File: src/rtl/framebuffer_row_fetch_if.sv
// RAM read-port and pixel-stream signals of the framebuffer row fetch engine.
// master = fetch engine, slave = RAM port plus panel shift logic.
interface framebuffer_row_fetch_if #(
  parameter int ROW_BITS   = 5,
  parameter int COL_BITS   = 6,
  parameter int DATA_WIDTH = 16
);
  logic [ROW_BITS+COL_BITS-1:0] ram_addr;
  logic                         ram_clk_en;
  logic [DATA_WIDTH-1:0]        ram_data;
  logic [DATA_WIDTH-1:0]        pix_data;
  logic [COL_BITS-1:0]          pix_col;
  logic                         pix_last;
  logic                         pix_valid;
  logic                         pix_ready;

  modport master (
    output ram_addr, ram_clk_en, pix_data, pix_col, pix_last, pix_valid,
    input  ram_data, pix_ready
  );

  modport slave (
    input  ram_addr, ram_clk_en, pix_data, pix_col, pix_last, pix_valid,
    output ram_data, pix_ready
  );
endinterface

File: src/rtl/framebuffer_row_fetch.sv
// Fetches one framebuffer row from the RAM read port and streams it out
// through a credit-limited FIFO that absorbs the RAM read latency.
module framebuffer_row_fetch #(
  parameter int ROW_BITS   = 5,
  parameter int COL_BITS   = 6,
  parameter int DATA_WIDTH = 16,
  parameter int RD_LATENCY = 1,
  parameter int FIFO_DEPTH = 4
) (
  input  logic                    clk_root,
  input  logic                    reset,
  input  logic                    start,
  input  logic [ROW_BITS-1:0]     row,
  output logic                    busy,
  output logic                    done,
  framebuffer_row_fetch_if.master bus
);
  localparam int PTR_W = $clog2(FIFO_DEPTH);
  localparam int CNT_W = PTR_W + 2;
  localparam logic [COL_BITS-1:0] LAST_COL = '1;
  localparam logic [COL_BITS-1:0] COL_ONE  = 1;
  localparam logic [PTR_W-1:0]    PTR_ONE  = 1;
  localparam logic [PTR_W:0]      OCC_ONE  = 1;
  localparam logic [CNT_W-1:0]    DEPTH_C  = FIFO_DEPTH;

  typedef enum logic [1:0] {IDLE, FETCH, DRAIN, DONE} state_t;

  state_t                       state, state_next;
  logic [ROW_BITS-1:0]          row_q;
  logic [ROW_BITS-1:0]          issue_row;
  logic [COL_BITS-1:0]          issue_col, issue_col_next, issue_sel;
  logic                         issue;
  logic [ROW_BITS+COL_BITS-1:0] ram_addr_q;

  logic [RD_LATENCY:0]          vld_sr;
  logic [COL_BITS-1:0]          col_sr [RD_LATENCY+1];

  logic [DATA_WIDTH-1:0]        data_mem [FIFO_DEPTH];
  logic [COL_BITS-1:0]          col_mem  [FIFO_DEPTH];
  logic [PTR_W-1:0]             wr_ptr, rd_ptr;
  logic [PTR_W:0]               count;
  logic [CNT_W-1:0]             inflight;
  logic                         credit_ok, wr_en, rd_en, head_valid, last_xfer;
  logic [COL_BITS-1:0]          head_col;

  // Stage 0 of vld_sr is the issue register itself, so every outstanding
  // read is counted from the cycle ram_clk_en goes high until it lands.
  always_comb begin
    inflight = '0;
    for (int i = 0; i <= RD_LATENCY; i++) begin
      inflight = inflight + CNT_W'(vld_sr[i]);
    end
  end

  assign credit_ok  = (CNT_W'(count) + inflight) < DEPTH_C;
  assign wr_en      = vld_sr[RD_LATENCY];
  assign head_valid = (count != '0);
  assign head_col   = col_mem[rd_ptr];
  assign rd_en      = head_valid && bus.pix_ready;
  assign last_xfer  = rd_en && (head_col == LAST_COL);

  // Column 0 is issued on the accepting edge so a row takes 2^COL_BITS+RD_LATENCY+2 cycles.
  always_comb begin
    state_next     = state;
    issue          = 1'b0;
    issue_row      = row_q;
    issue_sel      = issue_col;
    issue_col_next = issue_col;
    unique case (state)
      IDLE: begin
        if (start) begin
          issue          = 1'b1;
          issue_row      = row;
          issue_sel      = '0;
          issue_col_next = COL_ONE;
          state_next     = FETCH;
        end
      end
      FETCH: begin
        if (credit_ok) begin
          issue          = 1'b1;
          issue_col_next = issue_col + COL_ONE;
          if (issue_col == LAST_COL) state_next = DRAIN;
        end
      end
      DRAIN: begin
        if (last_xfer) state_next = DONE;
      end
      DONE: state_next = IDLE;
      default: state_next = IDLE;
    endcase
  end

  always_ff @(posedge clk_root) begin
    if (reset) begin
      state      <= IDLE;
      row_q      <= '0;
      issue_col  <= '0;
      ram_addr_q <= '0;
    end else begin
      state     <= state_next;
      issue_col <= issue_col_next;
      if (state == IDLE && start) row_q <= row;
      if (issue) ram_addr_q <= {issue_row, issue_sel};
    end
  end

  // Clearing vld_sr on reset discards any read still returning from the RAM.
  always_ff @(posedge clk_root) begin
    if (reset) begin
      vld_sr <= '0;
      for (int i = 0; i <= RD_LATENCY; i++) col_sr[i] <= '0;
    end else begin
      vld_sr    <= {vld_sr[RD_LATENCY-1:0], issue};
      col_sr[0] <= issue_sel;
      for (int i = 1; i <= RD_LATENCY; i++) col_sr[i] <= col_sr[i-1];
    end
  end

  always_ff @(posedge clk_root) begin
    if (reset) begin
      wr_ptr <= '0;
      rd_ptr <= '0;
      count  <= '0;
    end else begin
      if (wr_en) wr_ptr <= wr_ptr + PTR_ONE;
      if (rd_en) rd_ptr <= rd_ptr + PTR_ONE;
      unique case ({wr_en, rd_en})
        2'b10:   count <= count + OCC_ONE;
        2'b01:   count <= count - OCC_ONE;
        default: count <= count;
      endcase
    end
  end

  always_ff @(posedge clk_root) begin
    if (wr_en) begin
      data_mem[wr_ptr] <= bus.ram_data;
      col_mem[wr_ptr]  <= col_sr[RD_LATENCY];
    end
  end

  assign bus.ram_addr   = ram_addr_q;
  assign bus.ram_clk_en = vld_sr[0];
  assign bus.pix_valid  = head_valid;
  assign bus.pix_data   = head_valid ? data_mem[rd_ptr] : '0;
  assign bus.pix_col    = head_valid ? head_col : '0;
  assign bus.pix_last   = head_valid && (head_col == LAST_COL);
  assign busy           = (state == FETCH) || (state == DRAIN);
  assign done           = (state == DONE);
endmodule

File: src/flat_wrapper.sv
// flat-port wrapper written by rule: the top's interface ports become plain ports
module framebuffer_row_fetch_flat 
#(
  parameter int ROW_BITS   = 5,
  parameter int COL_BITS   = 6,
  parameter int DATA_WIDTH = 16,
  parameter int RD_LATENCY = 1,
  parameter int FIFO_DEPTH = 4
)
  (clk_root, reset, start, row, busy, done, bus_ram_addr, bus_ram_clk_en, bus_pix_data, bus_pix_col, bus_pix_last, bus_pix_valid, bus_ram_data, bus_pix_ready);
  framebuffer_row_fetch_if #(.ROW_BITS(ROW_BITS), .COL_BITS(COL_BITS), .DATA_WIDTH(DATA_WIDTH)) bus_i ();
  input  logic clk_root;
  input  logic reset;
  input  logic start;
  input  logic [ROW_BITS-1:0] row;
  output logic busy;
  output logic done;
  output wire logic [$bits(bus_i.ram_addr)-1:0] bus_ram_addr;
  output wire logic [$bits(bus_i.ram_clk_en)-1:0] bus_ram_clk_en;
  output wire logic [$bits(bus_i.pix_data)-1:0] bus_pix_data;
  output wire logic [$bits(bus_i.pix_col)-1:0] bus_pix_col;
  output wire logic [$bits(bus_i.pix_last)-1:0] bus_pix_last;
  output wire logic [$bits(bus_i.pix_valid)-1:0] bus_pix_valid;
  input wire logic [$bits(bus_i.ram_data)-1:0] bus_ram_data;
  input wire logic [$bits(bus_i.pix_ready)-1:0] bus_pix_ready;
  assign bus_ram_addr = bus_i.ram_addr;
  assign bus_ram_clk_en = bus_i.ram_clk_en;
  assign bus_pix_data = bus_i.pix_data;
  assign bus_pix_col = bus_i.pix_col;
  assign bus_pix_last = bus_i.pix_last;
  assign bus_pix_valid = bus_i.pix_valid;
  assign bus_i.ram_data = bus_ram_data;
  assign bus_i.pix_ready = bus_pix_ready;
  framebuffer_row_fetch #(.ROW_BITS(ROW_BITS), .COL_BITS(COL_BITS), .DATA_WIDTH(DATA_WIDTH), .RD_LATENCY(RD_LATENCY), .FIFO_DEPTH(FIFO_DEPTH)) u_core (.clk_root(clk_root), .reset(reset), .start(start), .row(row), .busy(busy), .done(done), .bus(bus_i));
endmodule
File: config.mk
export PLATFORM = sky130hd
export DESIGN_NAME = framebuffer_row_fetch_flat
export DESIGN_NICKNAME = d
export VERILOG_FILES = /design/src/rtl/framebuffer_row_fetch_if.sv /design/src/rtl/framebuffer_row_fetch.sv /design/src/flat_wrapper.sv
export SDC_FILE = /design/constraint.sdc
export NUM_CORES = 1
export LEC_CHECK = 0
export ABC_CLOCK_PERIOD_IN_PS = 4900
export BUFFER_PORTS_ARGS = -buffer_cell sky130_fd_sc_hd__buf_2
export CAP_MARGIN = 25
export CORE_MARGIN = 3
export CORE_UTILIZATION = 44
export CTS_CLUSTER_DIAMETER = 50
export DETAILED_ROUTE_END_ITERATION = 12
export PLACE_DENSITY = 0.59
export SETUP_SLACK_MARGIN = 0.02
export SLEW_MARGIN = 20
export SYNTH_ARGS = -nofsm -noshare
export SYNTH_HDL_FRONTEND = slang
export SYNTH_SLANG_ARGS = --single-unit
File: constraint.sdc
create_clock -name clk_root -period 4.9 [get_ports clk_root]
set_clock_uncertainty 0.2 [all_clocks]
set_input_delay 1.47 -clock clk_root [delete_from_list [all_inputs] [get_ports clk_root]]
set_output_delay 1.47 -clock clk_root [all_outputs]
set_load 0.1 [all_outputs]
==> results.cfg <==
[yosys]
async_reset_ff_frac = 0
yosysSeqAreaShare = 0.676
synth_cells = 347
syn_area_per_cell_um2 = 15.3
ys_types = 36
synth_nets = 385
synthTopCellsByArea = edfxtp_1 50%, dfxtp_1 18%, mux4_2 5.5%, mux4_1 4.5%, and2_1 3.9%
synth_seq_cells = 135
synth_common_cells = 88 x edfxtp_1, 47 x dfxtp_1, 33 x and2_1
yosys_warnings = 0
netlist_area_um2 = 5300
synth.most_common_cell = edfxtp_1
synth_edf_count = 88
synth_ff_type = edfxtp_1
synth_top_cell_area_share = 0.499
synth_area_leader_cell = edfxtp_1

[detailed_routing]
drtAntennaViolNets = 0
firstDrtPassIters = 4
dr_total_vias = 2938
wl_per_cell_um = 16.2
drc = 0
wirelength_um = 9340
viasPerCell = 5.10
drt-initial-drc-count = 193

[setup_path]
r2r_start = u_core.count[0]
timing.rr.end = u_core.count[2]
r2r_slack_ps = 1920
crit_required_ps = 3230
start_kind = flop
crit_path_max_fanout = 12
end_kind = output port
reg2reg_depth = 8
crit_type = flop to output port
arrival_ps = 2470

[clocking]
clock_sinks = 135
clk_latency_ps = 410
cts_max_level = 4
cts_buffers = 17
cts_root_buffer = clkbuf_16
post_cts_buffers = 0
hold_buffers = 0
cts_tree = built
cts.reportedPaths.clkPinSlew_ps = 60
cts.path.max_buffers = 2
cts_resized = 0

[timing]
rsz0062_at_grt = no
fin_crit_sh = 0.844
min_period_ps = 4140
finalMaxSlewViolations = 0
setup_viol = 0
fin_tns_setup_ps = 0
tightest_slew_ps = 746
relSlewSlack = 0.502
hold_viol = 0
fmax_mhz = 242

[place]
port_buffers = 62
gp_congestion = 0.705
post-place-cells = 544
hpwl_um = 6020

[power_and_ir_drop]
clkPwrFrac = 0.317
leakage_nw = 2.36
ir_drop_mv = 0.367
p_switching_mw = 1.63
sequentialPowerShare = 0.336
p_sw_frac = 0.401
p_per_area_nw_per_um2 = 639
p_int_mw = 2.44
power_frac_comb = 0.346

[die]
rows = 39
die_w_um = 116
io_pins = 63
die_y_um = 116
start_util = 0.456
core_area_um2 = 11600
fp.dieArea_um2 = 13400

[layout]
area_growth_pct = 20.5
n_fill_cell = 959
regArea_um2 = 3580
finalNetCount = 458
drive_gt1_frac = 0.286
diodes = 0
layoutNonFillerInstCount = 576
multiInputGateArea_um2 = 1610

[flow_run]
cap_violations = 0

[outcome]
outcome = finished, final reports clean

[min_path]
holdPathEnd = u_core.col_sr[0][9]
min-delay-start = u_core.col_sr[0][3]
hold_path.class = flop to flop
whs_path_depth = 1

[global_routing]
grt_usage = 0.151
grt_pass1_wl_um = 15100
grt_max_degree = 35
antenna_found_initial = 0
grt_pass1_vias = 2918
grt-ovfl-total = 0
power by group through the flow:
stage / logic [mW] / clock network (mW) / registers [mW]
2_1_floorplan: 1.13 / 0 / 1.47
3_3_place_gp: 1.42 / 0 / 1.39
3_5_place_dp: 1.43 / 0 / 1.40
4_1_cts: 1.43 / 1.32 / 1.37
5_1_grt: 1.50 / 1.37 / 1.39
6_report: 1.41 / 1.30 / 1.37
routing by layer:
layer | vias to the layer above | part of all wire | GRT usage | wire length [µm]
met4 | 0 | 0.011 | 0.0534 | 99
met3 | 12 | 0.059 | 0.0559 | 547
met1 | 1436 | 0.45 | 0.192 | 4230
met5 | - | 0 | 0 | 0
li1 | 1421 | - | - | -
met2 | 69 | 0.48 | 0.241 | 4460
through the flow:
stage	hold slack [ps]	cell area [µm²]	setup WS, ps	util	total power, mW
floorplan	214	5300	715	-	2.60
global placement	218	5770	1150	0.497	2.81
detailed placement	225	5770	1160	0.497	2.82
CTS	240	6380	708	0.550	4.13
global route	258	6380	628	0.550	4.26
finish	236	6380	762	0.550	4.08
critical path, cell delays in order, from the launching register on:
cell and delay [ps]:
dfxtp_1 730, mux4_1 640, and3_1 210, and3_1 180, buf_2 290
worst max path at each step:
| stage | from | to | slack (ps) | cells past startpoint |
|---|---|---|---|---|
| after CTS | flop | bus_pix_last | 710 | 4 |
| final | flop | bus_pix_last | 760 | 4 |
| after global routing | flop | bus_pix_last | 630 | 4 |
| after floorplan | flop | bus_pix_last | 710 | 4 |
| after detailed placement | flop | bus_pix_last | 1160 | 4 |
| after global placement | flop | bus_pix_last | 1150 | 4 |
layout make-up:
type / instances / share of cell area
clock buffer: 18 / 0.0688
tap: 143 / 0.0280
clock inverter: 14 / 0.0274
sequential: 135 / 0.561
multi-input combinational: 188 / 0.252
timing repair buffer: 69 / 0.0568
inverter: 9 / 0.00529
logic make-up (layout without fill, tap and decap cells):
group,Yosys count,count (layout),synth area share
AOI/OAI and AO/OA,28,28,0.0338
adders and majority gates,13,13,0.0321
DFF,135,135,0.676
buffers and inverters,24,110,0.0194
xor gates and xnor gates,9,9,0.0149
muxes,30,30,0.117
and+or+nand+nor,108,108,0.107
flip-flops by register name (all words and copies together) (netlist names), named ones only:
| name | cells |
|---|---|
| u_core.row_q | 5 |
| u_core.count | 3 |
| u_core.col_sr | 12 |
| u_core.data_mem | 64 |
| u_core.col_mem | 24 |
| u_core.issue_col | 6 |
| u_core.vld_sr | 2 |
| u_core.wr_ptr | 2 |
| u_core.rd_ptr | 2 |
| u_core.state | 2 |
| u_core.bus.ram_addr | 11 |
cell usage in the layout, fill, tap and decap left out, types with 2 or more instances in the layout:
cell | Yosys | layout
buf_2 | 4 | 62
nand4_1 | 2 | 2
inv_6 | 0 | 2
clkinv_2 | 0 | 2
nand2b_1 | 3 | 3
a21oi_1 | 20 | 20
xnor2_1 | 6 | 6
clkbuf_16 | 0 | 17
nor2_1 | 16 | 16
clkinvlp_4 | 0 | 3
xor2_1 | 3 | 3
nand3_1 | 7 | 7
buf_4 | 0 | 7
a21o_1 | 2 | 2
mux4_2 | 13 | 13
and2_0 | 2 | 2
edfxtp_1 | 88 | 88
mux2i_1 | 2 | 2
and2_1 | 33 | 33
and3_1 | 3 | 3
nand2_1 | 26 | 26
ha_1 | 12 | 12
mux2_2 | 5 | 5
o21ai_0 | 2 | 2
nor2b_1 | 8 | 8
nor3_1 | 3 | 3
bufinv_16 | 0 | 3
or3_1 | 2 | 2
dfxtp_1 | 47 | 47
clkinv_4 | 0 | 4
mux4_1 | 9 | 9
inv_1 | 9 | 9
Power figures use the tool's default switching activity.
